### config.mk
export PLATFORM = sky130hd
export DESIGN_NAME = coil_gpio_pio_v2
export DESIGN_NICKNAME = d
export VERILOG_FILES = /design/src/rtl/coil_gpio_pio_v2.sv
export SDC_FILE = /design/constraint.sdc
export NUM_CORES = 1
export LEC_CHECK = 0
export BUFFER_PORTS_ARGS = -buffer_cell sky130_fd_sc_hd__buf_2
export CORE_ASPECT_RATIO = 0.75
export CORE_MARGIN = 2
export CORE_UTILIZATION = 45
export DETAILED_ROUTE_END_ITERATION = 12
export MAX_ROUTING_LAYER = met4
export PLACE_DENSITY = 0.72
export SYNTH_ARGS = -nofsm -noshare
export SYNTH_HDL_FRONTEND = slang
export SYNTH_SLANG_ARGS = --single-unit
### constraint.sdc
create_clock -name clk -period 2.1 [get_ports clk]
set_input_delay 0.105 -clock clk [delete_from_list [all_inputs] [get_ports clk]]
set_output_delay 0.105 -clock clk [all_outputs]
set_load 0.1 [all_outputs]
### src/rtl/coil_gpio_pio_v2.sv
// coil_gpio_pio_v2: memory-mapped GPIO with a synchronised and debounced input path,
// per-bit rise/fall edge capture (W1C), interrupt mask and a level IRQ.
module coil_gpio_pio_v2 #(
  parameter int unsigned WIDTH           = 32,
  parameter int unsigned DEBOUNCE_CYCLES = 0,
  parameter int unsigned DEBOUNCE_W      = 8
) (
  input  logic             clk,
  input  logic             reset,
  input  logic [2:0]       address,
  input  logic             chipselect,
  input  logic             write_n,
  input  logic [31:0]      writedata,
  output logic [31:0]      readdata,
  input  logic [WIDTH-1:0] in_port,
  output logic [WIDTH-1:0] out_port,
  output logic             irq
);

  localparam logic [2:0] ADDR_DATA     = 3'd0;
  localparam logic [2:0] ADDR_IRQ_MASK = 3'd2;
  localparam logic [2:0] ADDR_EDGE_CAP = 3'd3;
  localparam logic [2:0] ADDR_OUTSET   = 3'd4;
  localparam logic [2:0] ADDR_OUTCLR   = 3'd5;
  localparam logic [2:0] ADDR_RISE_EN  = 3'd6;
  localparam logic [2:0] ADDR_FALL_EN  = 3'd7;

  logic [WIDTH-1:0] r_sync1;
  logic [WIDTH-1:0] r_sync2;
  logic [WIDTH-1:0] r_prev;
  logic [WIDTH-1:0] r_out;
  logic [WIDTH-1:0] r_mask;
  logic [WIDTH-1:0] r_edge_cap;
  logic [WIDTH-1:0] r_rise_en;
  logic [WIDTH-1:0] r_fall_en;
  logic [31:0]      r_readdata;

  logic [WIDTH-1:0] w_filt;
  logic [WIDTH-1:0] w_wdata;
  logic [WIDTH-1:0] w_edge;
  logic [WIDTH-1:0] w_cap_clr;
  logic [WIDTH-1:0] w_rdata;
  logic             w_wr;
  logic             w_unused_wdata;

  assign w_wr           = chipselect & ~write_n;
  assign w_wdata        = writedata[WIDTH-1:0];
  assign w_unused_wdata = ^writedata;

  // Input filter: straight through when the window is zero, else a per-bit stability counter
  generate
    if (DEBOUNCE_CYCLES == 0) begin : g_bypass
      assign w_filt = r_sync2;
    end else begin : g_debounce
      localparam logic [DEBOUNCE_W-1:0] CNT_LAST = DEBOUNCE_W'(DEBOUNCE_CYCLES - 1);
      for (genvar gi = 0; gi < WIDTH; gi++) begin : g_bit
        logic [DEBOUNCE_W-1:0] r_cnt;
        logic                  r_filt;

        always_ff @(posedge clk) begin
          if (reset) begin
            r_cnt  <= '0;
            r_filt <= 1'b0;
          end else if (r_sync2[gi] == r_filt) begin
            r_cnt <= '0;
          end else if (r_cnt == CNT_LAST) begin
            r_filt <= r_sync2[gi];
            r_cnt  <= '0;
          end else begin
            r_cnt <= r_cnt + DEBOUNCE_W'(1);
          end
        end

        assign w_filt[gi] = r_filt;
      end
    end
  endgenerate

  assign w_edge    = (w_filt & ~r_prev & r_rise_en) | (~w_filt & r_prev & r_fall_en);
  assign w_cap_clr = (w_wr && (address == ADDR_EDGE_CAP)) ? w_wdata : '0;

  always_comb begin
    w_rdata = '0;
    case (address)
      ADDR_DATA:     w_rdata = w_filt;
      ADDR_IRQ_MASK: w_rdata = r_mask;
      ADDR_EDGE_CAP: w_rdata = r_edge_cap;
      ADDR_RISE_EN:  w_rdata = r_rise_en;
      ADDR_FALL_EN:  w_rdata = r_fall_en;
      default:       w_rdata = '0;
    endcase
  end

  // Register file, synchroniser and edge capture; a new edge beats a same-cycle W1C
  always_ff @(posedge clk) begin
    if (reset) begin
      r_sync1    <= '0;
      r_sync2    <= '0;
      r_prev     <= '0;
      r_out      <= '0;
      r_mask     <= '0;
      r_edge_cap <= '0;
      r_rise_en  <= '0;
      r_fall_en  <= '1;
      r_readdata <= '0;
    end else begin
      r_sync1    <= in_port;
      r_sync2    <= r_sync1;
      r_prev     <= w_filt;
      r_edge_cap <= (r_edge_cap & ~w_cap_clr) | w_edge;
      r_readdata <= 32'(w_rdata);
      if (w_wr) begin
        case (address)
          ADDR_DATA:     r_out     <= w_wdata;
          ADDR_IRQ_MASK: r_mask    <= w_wdata;
          ADDR_OUTSET:   r_out     <= r_out | w_wdata;
          ADDR_OUTCLR:   r_out     <= r_out & ~w_wdata;
          ADDR_RISE_EN:  r_rise_en <= w_wdata;
          ADDR_FALL_EN:  r_fall_en <= w_wdata;
          default:       ;
        endcase
      end
    end
  end

  assign readdata = r_readdata;
  assign out_port = r_out;
  assign irq      = |(r_edge_cap & r_mask);

endmodule

==> results.toml, run 1 <==
[route]
dr.pass1.iters = 6
drcViolationCount = 0
postRouteAntennaNets = 0
vias = 9997
post_drt_wl_per_cell_microns = 20.8
viasPerCell = 6.04
drtIter0Drc = 1180
routed_wl_mm = 34.5

[die]
core_region_area_sq_mm = 0.0242
io_pins = 136
initial_utilization_pct = 46.2
die_w_microns = 186
die-area_sq_mm = 0.0261
rows = 49
die_y_microns = 141

[logic_synthesis]
synthArstFlopShare_pct = 0
synth_cell_type_count = 36
ys_seq_area_share_pct = 51.5
synth_warnings = 0
synth_edf_count = 0
synth_nets = 1216
yosys_most_used_dff = "dfxtp_1"
synth_area_sq_mm = 0.0112
postSynthAreaPerCell_sq_um = 9.77
syn_inst = 1145
ys_ff_latch = 288

[pwr]
p_leak_nw = 5.07
p_sw_mw = 3.04
power_mw = 12.4
p_int_mw = 9.32
p_per_area_mw_per_mm2 = 890
pwr-share-seq_pct = 46.3
clkPwrFrac_pct = 44.2
vdd_drop_max_mv = 0.616
pwr-share-comb_pct = 9.5
swShare_pct = 24.6

[place]
finalWeightedCongestion = 0.862
place.port_buffers = 135
dp_slack_ns = 0.283
dp_hpwl_mm = 20.6

[clock_network]
h-tree-depth = 1
cts.clk_slew.worst_paths_ns = 0.06
numCtsBuffers = 28
cts_root_buffer = "clkbuf_16"
cts_tree = "done"
cts_num_sinks = 288
cts_setup_buffers = 0
clk_path_buf_depth = 3
clk_latency_ns = 0.54

[critical_path]
startpoint_type = "flop"
critPathMaxStageDelay_ns = 0.56
rrSetupSlack_ns = 0.90
critPathMaxFanout = 3
cp_num_buf_inv = 1
worstRegToRegCells = 3
r2r-start = "r_sync2[14]"
slowest_stage = "or4_4"
crit_cells = 4
crit_type = "reg -> out"
critPathRequiredTime_ns = 2.00
reg2reg_to = "readdata[14]"
crit_chain = "a22oi_2 -> nand4_1 -> or4_4 -> buf_12"
cp_data_arrival_time_ns = 2.03
cp-end-kind = "primary output"
path_delay_family = "simple AND/OR/NAND/NOR gates"

[outcome]
violations = "setup timing"
status = "finished, violations left"

[sta]
rsz0062_at_grt = "true"
fin_crit_sh_pct = 102
tightest_slew_ns = 0.923
skew_ns = 0.0176
setup_viol_count_final = 1
slew_viol_final = 0
timing.final.crit_period_ns = 2.14
setup_ws_ns = -0.0356
fmax_ghz = 0.468
final-hold-violation-count = 0
max_slew_margin_pct = 38.5

[hold_path]
hp-start = "address[2]"
hold_end = "readdata[14]"
whs_path_depth = 2
min_path_type = "in -> reg"

[cells_and_area]
fin_nets = 1374
syn2layout_area_growth_pct = 24.2
fin_util_pct = 57.4
drive_gt1_share_pct = 20.9
fillCellCount = 2106
num_antenna_cells = 0

[run]
max-cap-violations = 0

[global_route]
grtUsageTotal_pct = 26.5
grt_pass1_wl_mm = 52.8
gr-total-overflow = 0
grt_max_degree = 193
grt_pass1_vias = 9328
antenna_found_initial = 0
[worst max-delay path by stage]
stage | startpoint | endpoint
floorplan | r_edge_cap[16] | irq
global placement | r_edge_cap[12] | irq
detailed placement | r_edge_cap[12] | irq
CTS | r_mask[12] | irq
global route | r_mask[24] | irq
finish | r_mask[7] | irq
[logic make-up (layout without fill, tap and decap cells)]
family / Yosys count / count (layout) / share of synthesized area, %
flops: 288 / 288 / 51.5
simple gates: 246 / 246 / 14.1
buf+inv: 145 / 325 / 5.58
compound gates: 433 / 433 / 25.5
mux: 33 / 33 / 3.31
[power groups by stage]
stage                     Combinational, mW  Sequential [mW]  Clock [mW]
after floorplan                       0.501             6.02           0
after global placement                 1.05             5.83           0
after detailed placement               1.06             5.84           0
after CTS                              1.16             5.72        5.53
after global routing                   1.25             5.74        5.75
final                                  1.18             5.72        5.46
[Yosys cell counts (33+ instances only)]
cell type  count  area [sq um]
nand3_1       64           320
nor2b_1       96           601
a31oi_1       33           206
nand3b_1      66           495
dfxtp_1      288          5770
o211ai_1      64           480
a22oi_1       47           353
clkbuf_1      67           251
a21oi_1       95           475
o21ai_0       96           480
inv_1         34           128
[sequential cells by signal, summed over array words and instances, names as in the netlist]
name        count
r_edge_cap     32
r_prev         32
readdata       32
r_sync2        32
r_rise_en      32
r_sync1        32
r_fall_en      32
r_mask         32
out_port       32
[final cells by class]
cell class / instances / area [sq um] / share of cell area (%)
flip-flops and latches: 288 / 5770 / 41.5
multi-input cells: 712 / 4860 / 35.0
repair buffers: 239 / 1700 / 12.3
clock buffers: 36 / 802 / 5.77
well taps: 331 / 414 / 2.98
clock inverters: 16 / 216 / 1.56
inverters: 34 / 128 / 0.919
[metal layers]
metal  global-route usage (%)  part of all wire [%]  vias up
met5                        -                     0        -
met2                     37.5                    43      561
met1                     38.5                    45     4781
met4                     7.92                   2.5        0
met3                     4.50                    10       65
li1                         -                     -     4590
[repair_timing]
action / 4_1_cts / 5_1_grt
hold buffers: 65 / 0
hold endpoints to repair: 160 / 0
resized for setup: 13 / 5
pin swaps: 3 / 1
setup endpoints to repair: 1 / 1
[placed cells by master (no fill, tap or decap), types with 6 or more instances in the layout]
cell type and instances:
dlygate4sd3_1 65, o31ai_1 32, nor2b_1 96, a22oi_1 37
nand3b_1 66, o211ai_1 64, inv_1 33, a22oi_2 10
a21oi_1 95, buf_2 133, a31oi_1 33, o21ai_0 96
clkbuf_16 29, a32o_1 32, buf_4 34, buf_12 6
dfxtp_1 285, nand3_1 64, clkinv_2 7, mux2_2 32
a32oi_1 31
[metrics by stage]
step           area [sq um]  std cells  TNS, ns  hold slack (ns)
3_3_place_gp          12100       1539        0            0.316
6_report              13900       1656  -0.0356           0.0959
5_1_grt               13900       1656  -0.0602            0.109
4_1_cts               13900       1656  -0.0275           0.0705
2_1_floorplan         11200       1145        0            0.231
3_5_place_dp          12100       1539        0            0.319
Note: power is estimated with default switching activity, not from simulation.
==> inputs of run 2 (changes only) <==
Settings changed: CELL_PAD_IN_SITES_DETAIL_PLACEMENT from default to 1, CELL_PAD_IN_SITES_GLOBAL_PLACEMENT from default to 1, PLACE_DENSITY 0.72 to 0.87.
==> run 2 against run 1 <==
Effect of this change:
- the run still ends with setup timing left
- critical endpoint unchanged
- non-clock buffer count rose by 2
- combinational power increased by 4%
- wire length up 19%
- register-to-register slack worse by 0.05 ns
==> results.toml, run 2 (same netlist as run 1, synthesis figures left out) <==
[place]
place.port_buffers = 135
finalWeightedCongestion = 0.859
dp_slack_ns = 0.279
postPlaceCellArea_sq_mm = 0.0122
dp_hpwl_mm = 23.5

[cells_and_area]
final_cell_area_sq_mm = 0.0140
fillCellCount = 2664
layout_common_cells = "288 x dfxtp_1, 133 x buf_2, 96 x nor2b_1, 96 x o21ai_0, 95 x a21oi_1"
drive_gt1_share_pct = 20.8
fin_nets = 1376
syn2layout_area_growth_pct = 24.9
final_common_cell = "dfxtp_1"

[global_route]
grt_pass1_vias = 10800
antenna_found_initial = 2
grtUsageTotal_pct = 31.7
grt_max_degree = 193
gr-total-overflow = 0
grt_pass1_wl_mm = 62.4

[hold_path]
min_path_type = "in -> reg"

[clock_network]
cts_root_buffer = "clkbuf_16"
h-tree-depth = 1
clk_path_buf_depth = 3
numCtsBuffers = 28
cts_num_sinks = 288
cts_tree = "done"
cts_setup_buffers = 0
cts.clk_slew.worst_paths_ns = 0.07
clk_latency_ns = 0.55

[route]
viasPerCell = 6.30
routed_wl_mm = 41.0
post_drt_wl_per_cell_microns = 24.7
drtIter0Drc = 1057
vias = 10500
dr.pass1.iters = 5
drcViolationCount = 0
postRouteAntennaNets = 0

[critical_path]
cp-end-kind = "primary output"
crit_type = "reg -> out"
critPathMaxFanout = 3
startpoint_type = "flop"
cp_data_arrival_time_ns = 2.06
critPathRequiredTime_ns = 2.00

[pwr]
p_sw_mw = 3.18
swShare_pct = 24.9
power_mw = 12.7
p_per_area_mw_per_mm2 = 911
pwr-share-comb_pct = 9.7
vdd_drop_max_mv = 0.800
p_leak_nw = 5.11
p_int_mw = 9.56
clkPwrFrac_pct = 45.3
pwr-share-seq_pct = 45.0

[sta]
slew_viol_final = 0
tightest_slew_ns = 0.938
fin_crit_sh_pct = 103
setup_ws_ns = -0.0616
skew_ns = 0.0147
rsz0062_at_grt = "true"
final-hold-violation-count = 0
max_slew_margin_pct = 37.4
timing.final.crit_period_ns = 2.16
setup_viol_count_final = 1
fmax_ghz = 0.463
whs_ns = 0.0943

[die]
rows = 49
die-area_sq_mm = 0.0261
core_region_area_sq_mm = 0.0242
die_y_microns = 141
initial_utilization_pct = 46.2
io_pins = 136
die_w_microns = 186

[outcome]
status = "finished, violations left"
violations = "setup timing"

[run]
max-cap-violations = 0
-- run 2: cell types whose count changed in the layout (fill, tap and decap cells not counted), moves of 3 or more --
cell      delta
clkbuf_8     +3
clkinv_2     -3
dfxtp_1      +3
dfxtp_2      -3
-- run 2: worst paths after layout --
path / start / depth (start not counted) / end / slack, ns
max: r_edge_cap[0] / 4 / irq / -0.06
min: address[2] / 2 / readdata[14] / 0.09
max reg2reg: r_sync2[14] / 3 / readdata[14] / 0.85
min reg2reg: r_sync1[25] / 1 / r_sync2[25] / 0.44
-- run 2: layer usage --
metal / vias up / GRT usage (%) / part of all wire, %
met2: 571 / 49.7 / 46
met1: 5181 / 39.5 / 41
li1: 4590 / - / -
met5: - / - / 0
met4: 0 / 12.1 / 3.4
met3: 115 / 7.64 / 9.9
-- run 2: worst max-delay path, cell delays in order (launching register included) --
cell,delay (ns)
dfxtp_1,0.34
a22oi_2,0.26
nand4_1,0.13
or4_4,0.59
buf_12,0.20
-- run 2: repair_timing --
item | CTS | global route
pin swaps | 4 | 0
hold buffers | 65 | 0
resized for setup | 15 | 0
endpoints found under the setup margin | 1 | 1
endpoints found under the hold margin | 160 | 0
-- run 2: power groups by stage --
stage / clock network [mW] / logic, mW / registers, mW
2_1_floorplan: 0 / 0.501 / 6.02
3_3_place_gp: 0 / 1.07 / 5.83
3_5_place_dp: 0 / 1.09 / 5.84
4_1_cts: 5.81 / 1.20 / 5.72
5_1_grt: 6.05 / 1.29 / 5.74
6_report: 5.77 / 1.23 / 5.73
-- run 2: final cells by class --
cell class              count  area [sq um]  area share [%]
flip-flops and latches    288          5770            41.3
multi-input cells         712          4860            34.8
inverters                  34           128           0.913
clock inverters            13           231            1.66
repair buffers            241          1730            12.4
clock buffers              39           843            6.04
diodes                      1          2.50          0.0179
well taps                 331           414            2.96
-- run 2: stage by stage --
step / TNS (ns) / utilization (%) / instances
finish: -0.0616 / 57.7 / 1659
global route: -0.114 / 57.7 / 1659
CTS: -0.0384 / 57.7 / 1658
detailed placement: 0 / 50.3 / 1541
global placement: 0 / 50.3 / 1541
floorplan: 0 / - / 1145
